==> config.mk <==
export PLATFORM = sky130hd
export DESIGN_NAME = branch_resolve_queue_flat
export DESIGN_NICKNAME = d
export VERILOG_FILES = /design/src/rtl/branch_resolve_queue_if.sv /design/src/rtl/branch_resolve_queue.sv /design/src/flat_wrapper.sv
export SDC_FILE = /design/constraint.sdc
export NUM_CORES = 1
export LEC_CHECK = 0
export ABC_AREA = 1
export ABC_CLOCK_PERIOD_IN_PS = 3400
export BUFFER_PORTS_ARGS = -buffer_cell sky130_fd_sc_hd__buf_2
export CAP_MARGIN = 5
export CELL_PAD_IN_SITES_DETAIL_PLACEMENT = 2
export CELL_PAD_IN_SITES_GLOBAL_PLACEMENT = 2
export CORE_ASPECT_RATIO = 1.5
export CORE_MARGIN = 8
export CORE_UTILIZATION = 35
export CTS_BUF_LIST = sky130_fd_sc_hd__clkbuf_4
export DETAILED_ROUTE_END_ITERATION = 7
export GPL_TIMING_DRIVEN = 0
export PLACE_DENSITY_LB_ADDON = 0.1
export SLEW_MARGIN = 20
export SYNTH_ARGS = -nofsm -noshare
export SYNTH_HDL_FRONTEND = slang
export SYNTH_SLANG_ARGS = --single-unit
==> constraint.sdc <==
create_clock -name clk -period 3.4 [get_ports clk]
set_clock_uncertainty 0.2 [all_clocks]
set_input_delay 0.51 -clock clk [delete_from_list [all_inputs] [get_ports clk]]
set_output_delay 0.51 -clock clk [all_outputs]
set_load 0.005 [all_outputs]
==> src/rtl/branch_resolve_queue_if.sv <==
// Handshake bundle between predictor/execute and the branch resolve queue.
// master = predictor/execute side, slave = the queue itself.
interface branch_resolve_queue_if #(
  parameter int PC_W = 5
);
  logic            pred_valid;
  logic            pred_ready;
  logic [PC_W-1:0] pred_pc;
  logic [PC_W-1:0] pred_target;
  logic            pred_taken;

  logic            res_valid;
  logic            res_ready;
  logic [PC_W-1:0] res_target;

  logic            upd_valid;
  logic [PC_W-1:0] upd_pc;
  logic [PC_W-1:0] upd_target;
  logic            upd_taken;
  logic            upd_mispredict;

  logic            redirect_valid;
  logic [PC_W-1:0] redirect_pc;

  modport master (
    output pred_valid, pred_pc, pred_target, pred_taken, res_valid, res_target,
    input  pred_ready, res_ready,
    input  upd_valid, upd_pc, upd_target, upd_taken, upd_mispredict,
    input  redirect_valid, redirect_pc
  );

  modport slave (
    input  pred_valid, pred_pc, pred_target, pred_taken, res_valid, res_target,
    output pred_ready, res_ready,
    output upd_valid, upd_pc, upd_target, upd_taken, upd_mispredict,
    output redirect_valid, redirect_pc
  );
endinterface

==> src/rtl/branch_resolve_queue.sv <==
// In-order queue of branch predictions resolved against execute's effective address.
// Define BRQ_STATS_EN to build the saturating accuracy counters.
module branch_resolve_queue #(
  parameter int PC_W  = 5,
  parameter int DEPTH = 4,
  parameter int CNT_W = 8
) (
  input  logic                     clk,
  input  logic                     rst_n,
  branch_resolve_queue_if.slave    bus,
  output logic [$clog2(DEPTH):0]   occupancy,
  output logic [CNT_W-1:0]         correct_cnt,
  output logic [CNT_W-1:0]         total_cnt
);
  localparam int AW = $clog2(DEPTH);
  localparam int OW = AW + 1;

  localparam logic [0:0] ST_RUN     = 1'b0;
  localparam logic [0:0] ST_RECOVER = 1'b1;

  typedef struct packed {
    logic [PC_W-1:0] pc;
    logic [PC_W-1:0] target;
    logic            taken;
  } entry_t;

  entry_t          mem [DEPTH];
  logic [AW-1:0]   head_ptr;
  logic [AW-1:0]   tail_ptr;
  logic [0:0]      state;

  entry_t          head_e;
  logic [PC_W-1:0] seq_pc;
  logic            push;
  logic            pop;
  logic            mispredict;
  logic            actual_taken;
  logic            flush;
  logic            push_keep;

  assign bus.pred_ready = (state == ST_RUN) && (occupancy != OW'(DEPTH));
  assign bus.res_ready  = (state == ST_RUN) && (occupancy != '0);

  assign push   = bus.pred_valid && bus.pred_ready;
  assign pop    = bus.res_valid && bus.res_ready;
  assign head_e = mem[head_ptr];

  // Fall-through PC wraps within the PC width, like the fetch unit's adder.
  assign seq_pc       = head_e.pc + PC_W'(4);
  assign actual_taken = (bus.res_target != seq_pc);
  assign mispredict   = (bus.res_target != head_e.target);
  assign flush        = pop && mispredict;
  assign push_keep    = push && !flush;

  // NOTE: entry storage has no reset; an entry is only read after occupancy says it was written.
  always_ff @(posedge clk) begin
    if (push_keep) mem[tail_ptr] <= '{pc: bus.pred_pc, target: bus.pred_target, taken: bus.pred_taken};
  end

  // NOTE: sequential state uses non-blocking assignments so every reader sees pre-edge values.
  always_ff @(posedge clk or negedge rst_n) begin
    if (!rst_n) begin
      state              <= ST_RUN;
      head_ptr           <= '0;
      tail_ptr           <= '0;
      occupancy          <= '0;
      bus.upd_valid      <= 1'b0;
      bus.upd_pc         <= '0;
      bus.upd_target     <= '0;
      bus.upd_taken      <= 1'b0;
      bus.upd_mispredict <= 1'b0;
      bus.redirect_valid <= 1'b0;
      bus.redirect_pc    <= '0;
    end else begin
      bus.upd_valid      <= pop;
      bus.redirect_valid <= flush;
      if (pop) begin
        bus.upd_pc         <= head_e.pc;
        bus.upd_target     <= bus.res_target;
        bus.upd_taken      <= actual_taken;
        bus.upd_mispredict <= mispredict;
      end
      if (flush) begin
        // Drop every younger prediction and give fetch one quiet cycle.
        bus.redirect_pc <= bus.res_target;
        head_ptr        <= tail_ptr;
        occupancy       <= '0;
        state           <= ST_RECOVER;
      end else begin
        if (push_keep) tail_ptr <= tail_ptr + AW'(1);
        if (pop)       head_ptr <= head_ptr + AW'(1);
        occupancy <= occupancy + OW'(push_keep) - OW'(pop);
        state     <= ST_RUN;
      end
    end
  end

`ifdef BRQ_STATS_EN
  always_ff @(posedge clk or negedge rst_n) begin
    if (!rst_n) begin
      correct_cnt <= '0;
      total_cnt   <= '0;
    end else if (pop) begin
      if (total_cnt != '1) total_cnt <= total_cnt + CNT_W'(1);
      if (!mispredict && correct_cnt != '1) correct_cnt <= correct_cnt + CNT_W'(1);
    end
  end
`else
  assign correct_cnt = '0;
  assign total_cnt   = '0;
`endif

endmodule

==> src/flat_wrapper.sv <==
// flat-port wrapper written by rule: the top's interface ports become plain ports
module branch_resolve_queue_flat 
#(
  parameter int PC_W  = 5,
  parameter int DEPTH = 4,
  parameter int CNT_W = 8
)
  (clk, rst_n, occupancy, correct_cnt, total_cnt, bus_pred_valid, bus_pred_pc, bus_pred_target, bus_pred_taken, bus_res_valid, bus_res_target, bus_pred_ready, bus_res_ready, bus_upd_valid, bus_upd_pc, bus_upd_target, bus_upd_taken, bus_upd_mispredict, bus_redirect_valid, bus_redirect_pc);
  branch_resolve_queue_if #(.PC_W(PC_W)) bus_i ();
  input  logic clk;
  input  logic rst_n;
  output logic [$clog2(DEPTH):0] occupancy;
  output logic [CNT_W-1:0] correct_cnt;
  output logic [CNT_W-1:0] total_cnt;
  input wire logic [$bits(bus_i.pred_valid)-1:0] bus_pred_valid;
  input wire logic [$bits(bus_i.pred_pc)-1:0] bus_pred_pc;
  input wire logic [$bits(bus_i.pred_target)-1:0] bus_pred_target;
  input wire logic [$bits(bus_i.pred_taken)-1:0] bus_pred_taken;
  input wire logic [$bits(bus_i.res_valid)-1:0] bus_res_valid;
  input wire logic [$bits(bus_i.res_target)-1:0] bus_res_target;
  output wire logic [$bits(bus_i.pred_ready)-1:0] bus_pred_ready;
  output wire logic [$bits(bus_i.res_ready)-1:0] bus_res_ready;
  output wire logic [$bits(bus_i.upd_valid)-1:0] bus_upd_valid;
  output wire logic [$bits(bus_i.upd_pc)-1:0] bus_upd_pc;
  output wire logic [$bits(bus_i.upd_target)-1:0] bus_upd_target;
  output wire logic [$bits(bus_i.upd_taken)-1:0] bus_upd_taken;
  output wire logic [$bits(bus_i.upd_mispredict)-1:0] bus_upd_mispredict;
  output wire logic [$bits(bus_i.redirect_valid)-1:0] bus_redirect_valid;
  output wire logic [$bits(bus_i.redirect_pc)-1:0] bus_redirect_pc;
  assign bus_i.pred_valid = bus_pred_valid;
  assign bus_i.pred_pc = bus_pred_pc;
  assign bus_i.pred_target = bus_pred_target;
  assign bus_i.pred_taken = bus_pred_taken;
  assign bus_i.res_valid = bus_res_valid;
  assign bus_i.res_target = bus_res_target;
  assign bus_pred_ready = bus_i.pred_ready;
  assign bus_res_ready = bus_i.res_ready;
  assign bus_upd_valid = bus_i.upd_valid;
  assign bus_upd_pc = bus_i.upd_pc;
  assign bus_upd_target = bus_i.upd_target;
  assign bus_upd_taken = bus_i.upd_taken;
  assign bus_upd_mispredict = bus_i.upd_mispredict;
  assign bus_redirect_valid = bus_i.redirect_valid;
  assign bus_redirect_pc = bus_i.redirect_pc;
  branch_resolve_queue #(.PC_W(PC_W), .DEPTH(DEPTH), .CNT_W(CNT_W)) u_core (.clk(clk), .rst_n(rst_n), .bus(bus_i), .occupancy(occupancy), .correct_cnt(correct_cnt), .total_cnt(total_cnt));
endmodule
### Word level (Yosys, flattened, before mapping)

Memory sizes are Yosys's and may differ from the RTL's.
Index checks and enable logic that the tools add are counted.

| word-level totals | value |
|---|---|
| register bits after elaboration | 27 |
| bits in latches | 0 |
| RAM bits | 44 |
| memory bits (read-only) | 0 |
| output and inout bits | 40 |
| word-level logic and storage cells | 38 |
| memories kept | 1 |

| cells by class | value |
|---|---|
| $add $sub $neg | 5 |
| $mul | 0 |
| div/mod/pow operators | 0 |
| order comparisons | 0 |
| equality and inequality tests | 3 |
| shifts and indexed selects | 0 |
| multiplexer cells | 6 |
| bitwise gates (word level) | 2 |
| reductions and logical operators | 10 |

Memory list:

| memory | depth | width | rd ports | clocked after memory_dff | write ports | RTL line | RTL |
|---|---|---|---|---|---|---|---|
| u_core.mem | 4 | 11 | 1 | 0 | 1 | branch_resolve_queue.sv:27 | `entry_t mem [DEPTH];` |

Operator list:

| operator | count |
|---|---|
| $ne 5x5->1 | 2 |
| $logic_and 1x1->1 | 6 |
| $add 5x3->5 const B | 1 |
| $add 2x1->2 const B | 2 |
| $mux 2 | 2 |
| $add 3x1->3 | 1 |
| $mux 1 | 3 |
| $mux 3 | 1 |
| $ne 3x3->1 const B | 1 |
| $reduce_bool 3->1 | 1 |
| $sub 3x1->3 | 1 |
| $not 1->1 | 2 |
| $reduce_and 2->1 | 1 |
| $reduce_bool 2->1 | 1 |
| $logic_not 1->1 | 1 |

### Depth between registers and ports, before layout

Gate-level depths: netlist of the first run.

| depth | value |
|---|---|
| depth after elaboration | 9 |
| depth in mapped cells | 17 |
| gate-level depth less buffers | 16 |

### Least setup slack after synthesis of the first run

Ideal clock, no wire load.

| timing path | value |
|---|---|
| path type | register to register |
| from | register u_core.occupancy[1] |
| to | register u_core.occupancy[2] |
| arrival time | 2.161 ns |
| path slack | 0.968 ns |
| cell stages (with the launch flop) | 12 |
| path buffers | 0 |
| clock period less this slack | 2.432 ns |
| path through | dfrtp_1 nor3_1 nor2_1 nand2_1 clkinv_1 ha_1 inv_1 ha_1 inv_1 fa_1 xor2_1 nor2_1 |

| between the ends | value |
|---|---|
| word-level cells in the longest chain between the ends | 9 |
| elaborated cells between the ends (all ways) | 12 |

Ends and longest elaborated chain:

| item | RTL line | RTL |
|---|---|---|
| start, declared | branch_resolve_queue.sv:11 | `output logic [$clog2(DEPTH):0] occupancy,` |
| start signal, assigned | branch_resolve_queue.sv:92 | `occupancy <= occupancy + OW'(push_keep) - OW'(pop);` |
| $reduce_bool 3->1 * | branch_resolve_queue.sv:42 | `assign bus.res_ready = (state == ST_RUN) && (occupancy != '0);` |
| $logic_and 1x1->1 * | branch_resolve_queue.sv:42 |  |
| net bus_res_ready | flat_wrapper.sv:22 | `output wire logic [$bits(bus_i.res_ready)-1:0] bus_res_ready;` |
| $logic_and 1x1->1 * | branch_resolve_queue.sv:45 | `assign pop = bus.res_valid && bus.res_ready;` |
| net u_core.pop | branch_resolve_queue.sv:35 | `logic pop;` |
| $logic_and 1x1->1 | branch_resolve_queue.sv:52 | `assign flush = pop && mispredict;` |
| $logic_not 1->1 | branch_resolve_queue.sv:53 | `assign push_keep = push && !flush;` |
| $logic_and 1x1->1 | branch_resolve_queue.sv:53 |  |
| $add 3x1->3 | branch_resolve_queue.sv:92 |  |
| $sub 3x1->3 | branch_resolve_queue.sv:92 |  |
| $mux 3 * | branch_resolve_queue.sv:83 | `if (flush) begin` |

Mark *: on every way through the listed nets, which the timed path passes. The rest lies on a longest branch.
A chain may end at the register's enable or synchronous reset.

### Worst setup path after layout of the first run

| timing path | value |
|---|---|
| from | register u_core.head_ptr[1] |
| to | register u_core.occupancy[2] |

| between the ends | value |
|---|---|
| word-level cells in the longest chain between the ends | 8 |

Ends and longest elaborated chain:

| item | RTL line | RTL |
|---|---|---|
| start, declared | branch_resolve_queue.sv:28 | `logic [AW-1:0] head_ptr;` |
| start signal, assigned | branch_resolve_queue.sv:86 | `head_ptr <= tail_ptr;` |
| start signal, assigned | branch_resolve_queue.sv:91 | `if (pop) head_ptr <= head_ptr + AW'(1);` |
| $mem_v2 4x11 * | - |  |
| $ne 5x5->1 * | branch_resolve_queue.sv:51 | `assign mispredict = (bus.res_target != head_e.target);` |
| $logic_and 1x1->1 * | branch_resolve_queue.sv:52 |  |
| $logic_not 1->1 | branch_resolve_queue.sv:53 |  |
| $logic_and 1x1->1 | branch_resolve_queue.sv:53 |  |
| $add 3x1->3 | branch_resolve_queue.sv:92 |  |
| $sub 3x1->3 | branch_resolve_queue.sv:92 |  |
| $mux 3 * | branch_resolve_queue.sv:83 |  |

Every way passes the cells marked *; elsewhere a longest branch is shown, timed or not.

==> results.py, run 1 <==
metrics = {
    "outcome": {
        "status": "finished clean",
    },
    "sta": {
        "setup_tns_ps": 0,
        "finalSetupViolCount": 0,
        "rsz0062_at_grt": "no",
        "worstMarginPinSlew_ps": 670.0,
        "finalMaxSlewViolations": 0,
        "max_freq_mhz": 332.4,
        "fin_crit_sh_pct": 88.48,
        "finalHoldViolations": 0,
        "maxSlewHeadroom_pct": 55.29,
        "finalCriticalPeriod_ps": 3008,
        "worst_slack_ps": 391.6,
    },
    "floorplanning": {
        "io_pins": 60,
        "die_w_um": 92.26,
        "start_util_pct": 36.07,
        "rows": 41,
        "dieArea_mm2": 0.01203,
        "core_mm2": 0.008464,
        "die-height_um": 130.4,
    },
    "global_routing": {
        "antenna_found_initial": 0,
        "track_usage_pct": 13.93,
        "grt_pass1_wl_mm": 12.80,
        "gr-total-overflow": 0,
        "grt_pass1_vias": 2449,
        "grt_max_degree": 27,
    },
    "run": {
        "cap_violations": 0,
    },
    "setup_path": {
        "worstPathArrival_ps": 3140,
        "ff2ff_path_depth": 15,
        "startpoint_type": "flop",
        "endpoint_kind": "flop",
        "worstSetupStartpoint": "u_core.head_ptr[1]",
        "required_ps": 3530,
        "worst-path-max-fanout": 10,
        "worstSetupPathType": "flop to flop",
        "worstReg2RegStart": "u_core.head_ptr[1]",
    },
    "placement": {
        "dpl.hpwl_mm": 5.941,
        "numPortBuffers": 42,
        "routabilityCongestion": 0.7564,
        "dpl_worst_slack_ps": 13.98,
    },
    "yosys": {
        "synth_common_cells": "nand2_1 (83), edfxtp_1 (40), dfrtp_1 (26), inv_1 (26), nor2_1 (26)",
        "ys_ff_latch": 66,
        "synth_cell_types": 28,
        "ys_seq_area_share_pct": 60.66,
        "ys.flop_type": "edfxtp_1",
        "synthArstFlopShare_pct": 39.39,
        "synth_cells": 303,
        "synth_area_mm2": 0.003053,
        "synth_top_area_share_pct": 39.34,
        "post-synth-top-count-cell": "nand2_1",
        "syn_avg_cell_area_um2": 10.08,
        "synth_edf_count": 40,
        "yosys-top-cells-area": "edfxtp_1 (39%), dfrtp_1 (21%), nand2_1 (10%)",
        "yosys_warnings": 0,
        "synth_top_cell_by_area": "edfxtp_1",
    },
    "layout": {
        "syn_to_final_growth_pct": 18.11,
        "ff_latch_area_mm2": 0.001852,
        "multi_input_area_um2": 974.7,
        "n_fill_cell": 973,
        "drive_gt1_share_pct": 23.87,
        "diodes": 0,
        "nNetsFinal": 400,
    },
    "clocking": {
        "cts_tree": "done",
        "h-tree-depth": 3,
        "clock-sinks": 66,
        "cts_made_buffers": 9,
        "root_buffer": "clkbuf_4",
        "cts_buffer_depth": 2,
        "clkSlewWorstSetupHoldPaths_ps": 110,
        "clkLatencyLatePin_ps": 400,
    },
    "power_and_ir_drop": {
        "switching_share_pct": 40.26,
        "p_switching_w": 0.001220,
        "power_frac_comb_pct": 43.7,
        "p_leak_nw": 1.698,
        "p_clk_share_pct": 16.6,
        "peakVddDrop_uv": 296.3,
        "p_int_w": 0.001810,
        "seqPwrFrac_pct": 39.7,
        "powerDensity_mw_per_mm2": 840.1,
    },
    "routing": {
        "drt-vias-per-instance": 4.612,
        "vias": 2232,
        "routedWlPerCell_um": 16.12,
        "drtPass1Iterations": 4,
        "drc_errors": 0,
        "first_iter_violations": 71,
        "drt_wl_total_mm": 7.804,
        "ant_nets": 0,
    },
    "hold_path": {
        "hp-start": "bus_pred_target[4]",
        "hold_depth": 1,
        "hp-class": "input port to flop",
    },
}
[layout by cell type (no fill, tap or decap), types with 7 or more instances in the layout]
master / Yosys / final
buf_2: 3 / 45
buf_4: 17 / 17
clkbuf_4: 0 / 10
conb_1: 1 / 16
dfrtp_1: 26 / 26
edfxtp_1: 40 / 40
ha_1: 7 / 7
inv_1: 26 / 26
nand2_1: 83 / 83
nand3_1: 25 / 25
nor2_1: 26 / 22
o21ai_0: 17 / 17
[sequential cells by signal (all words and copies together), names as in the netlist]
signal	count
u_core.bus.upd_mispredict	1
u_core.bus.upd_target	5
u_core.head_ptr	2
u_core.bus.upd_pc	5
u_core.bus.upd_valid	1
u_core.tail_ptr	2
u_core.mem	40
u_core.bus.redirect_valid	1
u_core.bus.upd_taken	1
u_core.occupancy	3
u_core.bus.redirect_pc	5
[area by class of cell]
cell class	count	area share [%]
clock inverters	6	1.596
well taps	107	3.713
plain buffers	25	5.205
flip-flops and latches	66	51.35
repair buffers	43	6.107
multi-input cells	199	27.03
clock buffers	10	2.082
inverters	28	2.915
[path summary, 6_finish.rpt]
path / end / slack [ps]
max: u_core.occupancy[2] / 390
min: u_core.mem[1][5] / 120
max reg2reg: u_core.occupancy[2] / 390
min reg2reg: u_core.bus.upd_target[0] / 290
max in group asynchronous: u_core.bus.redirect_pc[2] / 2150
min in group asynchronous: u_core.bus.upd_pc[3] / 450
[cell families (layout without fill, tap and decap cells)]
group	after synthesis	in the layout	synth area share, %
buffers and inverters	53	112	9.589
AO/OA/AOI/OAI	27	27	4.713
AND/OR/NAND/NOR	140	140	19.10
XOR/XNOR	8	8	2.295
flip-flops	66	66	60.66
adder cells (fa/ha/maj)	8	8	3.524
other	1	16	0.1228
[worst max-delay path, cell delays in order (launching register included)]
cell and delay (ps):
dfrtp_1 400, inv_1 120, buf_2 290, nand3_1 200, nand3_1 140, nand2_1 70
nor2_1 150, nand3_2 150, nand2_4 150, nand2_2 160, inv_1 90, ha_1 130
inv_1 50, fa_1 380, xor2_1 170, nor2_1 100
[what timing repair did]
| action | CTS | global route |
|---|---|---|
| endpoints found under the hold margin | 26 | 0 |
| hold buffers | 1 | 0 |
| pin swaps | 0 | 0 |
| setup endpoints to repair | 10 | 10 |
| buffers inserted | 0 | 0 |
| gates resized for setup | 1 | 2 |
[layer usage]
layer / track usage [%] / vias up / part of all wire, %
met3: 3.938 / 13 / 5.4
met5: 0 / - / 0
met4: 7.143 / 0 / 2.1
met2: 24.11 / 51 / 52
met1: 15.25 / 1078 / 41
li1: - / 1090 / -
[per-stage QoR]
| step | hold slack [ps] | cells | power, W | cell area (um^2) | utilization (%) |
|---|---|---|---|---|---|
| floorplan | 14.41 | 318 | 0.002073 | 3109 | - |
| global placement | 259.1 | 467 | 0.002508 | 3453 | 40.80 |
| detailed placement | 271.1 | 467 | 0.002579 | 3453 | 40.80 |
| CTS | 78.16 | 484 | 0.003105 | 3598 | 42.51 |
| global route | 80.06 | 484 | 0.003329 | 3606 | 42.60 |
| finish | 117.3 | 484 | 0.003029 | 3606 | 42.60 |
[power by group through the flow]
| stage | sequential, W | clock, W | combinational, W |
|---|---|---|---|
| 4_1_cts | 0.00121 | 0.000528 | 0.00137 |
| 5_1_grt | 0.00123 | 0.000555 | 0.00154 |
| 3_3_place_gp | 0.00122 | 0 | 0.00129 |
| 2_1_floorplan | 0.00121 | 0 | 0.000859 |
| 3_5_place_dp | 0.00123 | 0 | 0.00135 |
| 6_report | 0.00120 | 0.000504 | 0.00132 |
Note: power is estimated with default switching activity, not from simulation.
==> run 2: changes to the inputs <==
--- a/config.mk
+++ b/config.mk
@@ -5,7 +5,6 @@
 export SDC_FILE = /design/constraint.sdc
 export NUM_CORES = 1
 export LEC_CHECK = 0
-export ABC_AREA = 1
 export ABC_CLOCK_PERIOD_IN_PS = 3400
 export BUFFER_PORTS_ARGS = -buffer_cell sky130_fd_sc_hd__buf_2
 export CAP_MARGIN = 5
@@ -13,7 +12,7 @@
 export CELL_PAD_IN_SITES_GLOBAL_PLACEMENT = 2
 export CORE_ASPECT_RATIO = 1.5
 export CORE_MARGIN = 8
-export CORE_UTILIZATION = 35
+export CORE_UTILIZATION = 39
 export CTS_BUF_LIST = sky130_fd_sc_hd__clkbuf_4
 export DETAILED_ROUTE_END_ITERATION = 7
 export GPL_TIMING_DRIVEN = 0
==> results.py, run 2 <==
metrics = {
    "outcome": {
        "status": "finished clean",
    },
    "setup_path": {
        "worst-path-max-fanout": 7,
        "crit_path_frequent_cell": "a21oi_1",
        "reg2reg_slack_ps": 210,
        "worstSetupPathType": "flop to flop",
        "cp_top_family": "multiplexers",
        "crit_slowest_cell": "mux4_1",
        "startpoint_type": "flop",
        "cp_cell_sequence": "buf_6, mux4_1, xnor2_2, nand2_2, or2_4, a21oi_1, ha_1, inv_1, fa_1, xor2_1, xnor2_1, a21oi_1",
        "endpoint_kind": "flop",
        "required_ps": 3490,
        "worstPathArrival_ps": 3280,
        "cp_num_buf_inv": 2,
        "max_stage_delay_ps": 590,
    },
    "yosys": {
        "synth-compound-area-share_pct": 2.288,
        "synth_fa_ha_area_share_pct": 3.577,
        "ys_seq_area_share_pct": 61.56,
        "synth_mux_area_share_pct": 11.48,
        "synth_cells": 209,
        "ys.flop_type": "edfxtp_1",
        "synth_edf_count": 40,
        "synth_cell_types": 39,
        "synth_top_family_by_area": "multiplexers",
        "ys_ff_latch": 66,
        "synth_common_cells": "edfxtp_1 (40), nand2_1 (35), dfrtp_1 (26)",
        "yosys-top-cells-area": "edfxtp_1 (40%), dfrtp_1 (22%), mux4_1 (7.0%)",
        "syn_avg_cell_area_um2": 14.39,
        "synth_xor_area_share_pct": 4.035,
        "synthArstFlopShare_pct": 39.39,
        "post-synth-top-count-cell": "edfxtp_1",
        "synth_top_area_share_pct": 39.93,
        "synth_top_cell_by_area": "edfxtp_1",
        "yosys_warnings": 0,
        "synth_area_mm2": 0.003008,
        "synth_simple_gate_area_share_pct": 9.900,
    },
    "sta": {
        "worst_slack_ps": 209.4,
        "holdWs_ps": 106.1,
        "finalSetupViolCount": 0,
        "finalMaxSlewViolations": 0,
        "finalCriticalPeriod_ps": 3191,
        "rsz0062_at_grt": "no",
        "worstMarginPinSlew_ps": 599.4,
        "max_freq_mhz": 313.4,
        "setup_tns_ps": 0,
        "finalHoldViolations": 0,
        "maxSlewHeadroom_pct": 60.04,
        "fin_crit_sh_pct": 93.84,
    },
    "clocking": {
        "h-tree-depth": 3,
        "clkSlewWorstSetupHoldPaths_ps": 100,
        "cts_buffer_depth": 2,
        "cts_tree": "done",
        "cts_made_buffers": 9,
        "clkLatencyLatePin_ps": 410,
        "root_buffer": "clkbuf_4",
        "clock-sinks": 66,
    },
    "layout": {
        "layout_commonest_cell": "buf_2",
        "diodes": 0,
        "nNetsFinal": 309,
        "final_core_util_pct": 47.46,
        "syn_to_final_growth_pct": 19.34,
        "drive_gt1_share_pct": 33.68,
        "largest-register": "u_core.mem",
        "largest_reg_flops": 40,
        "final_cell_mix": "buf_2 (44), edfxtp_1 (40), nand2_1 (34), dfrtp_1 (26), buf_4 (19)",
    },
    "placement": {
        "dpl.hpwl_mm": 5.090,
        "numPortBuffers": 42,
        "routabilityCongestion": 0.6820,
        "dpl_worst_slack_ps": -251.5,
    },
    "floorplanning": {
        "start_util_pct": 39.77,
        "die-height_um": 123.6,
        "rows": 39,
        "io_pins": 60,
        "dieArea_mm2": 0.01084,
        "die_w_um": 87.71,
        "core_mm2": 0.007564,
    },
    "global_routing": {
        "track_usage_pct": 13.61,
        "grt_pass1_vias": 2055,
        "grt_max_degree": 27,
        "grt_pass1_wl_mm": 10.96,
        "gr-total-overflow": 0,
        "antenna_found_initial": 0,
    },
    "power_and_ir_drop": {
        "powerDensity_mw_per_mm2": 834.7,
        "p_leak_nw": 1.575,
        "peakVddDrop_uv": 475.0,
        "fin_total_pwr_w": 0.002996,
    },
    "routing": {
        "routedWlPerCell_um": 17.44,
        "drc_errors": 0,
        "drtPass1Iterations": 4,
        "first_iter_violations": 23,
        "vias": 1835,
        "drt_wl_total_mm": 6.750,
        "ant_nets": 0,
        "drt-vias-per-instance": 4.742,
    },
    "hold_path": {
        "hp-class": "input port to flop",
    },
    "run": {
        "cap_violations": 0,
    },
}
[run 2: cell count changes in the layout (fill, tap and decap cells not counted), sizes merged, moves of 3 or more]
cell,delta
and2,+3
nand3,-22
o21ai,-22
nor2,-25
xnor2,+7
mux4,+10
mux2,+7
nand2,-49
inv,-18
and3,+5
[run 2: final timing paths]
check                                       end  cells after the start            startpoint
max                         u_core.occupancy[2]                     12    u_core.head_ptr[0]
max reg2reg                 u_core.occupancy[2]                     12    u_core.head_ptr[0]
min                            u_core.mem[0][9]                      1        bus_pred_pc[3]
max in group asynchronous  u_core.bus.upd_taken                      2                 rst_n
min reg2reg                u_core.bus.upd_pc[0]                      2  u_core.bus.upd_pc[0]
min in group asynchronous   u_core.occupancy[1]                      2                 rst_n
[run 2: logic make-up after synthesis]
kind of cell | count (synthesis)
and+or+nand+nor | 62
muxes | 17
buffers and inverters | 33
DFF | 66
xor gates and xnor gates | 13
other | 1
AOI/OAI and AO/OA | 9
adders and majority gates | 8
[run 2: where the power goes]
group | internal, W | leakage (nW) | switching [W]
Clock | 0.000289 | 0.0731 | 0.000274
Combinational | 0.000596 | 0.827 | 0.000626
Sequential | 0.00109 | 0.675 | 0.000126
[run 2: routing by layer]
layer	GRT usage, %	share of wire, %	vias to the layer above	routed length, um
met5	0	0	-	0
met4	7.784	2.3	0	157
met3	3.061	4.7	10	315
met2	22.86	53	42	3544
met1	15.48	40	921	2733
li1	-	-	862	-
[run 2: final cells by class]
cell class / count / area [um^2]
plain buffers: 24 / 180.2
clock buffers: 9 / 67.56
clock inverters: 6 / 82.58
fillers: 754 / 3974
inverters: 9 / 33.78
multi-input cells: 125 / 1003
flip-flops and latches: 66 / 1852
well taps: 102 / 127.6
repair buffers: 46 / 242.7
[run 2: metrics by stage]
| step | area, um^2 | cells |
|---|---|---|
| after CTS | 3565 | 384 |
| final | 3590 | 387 |
| after detailed placement | 3402 | 368 |
| after floorplan | 3064 | 224 |
| after global placement | 3402 | 368 |
| after global routing | 3590 | 387 |
[run 2: what timing repair did]
action	4_1_cts	5_1_grt
setup endpoints to repair	2	1
buffers inserted	0	3
hold buffers	1	0
resized for setup	2	1
endpoints found under the hold margin	26	0
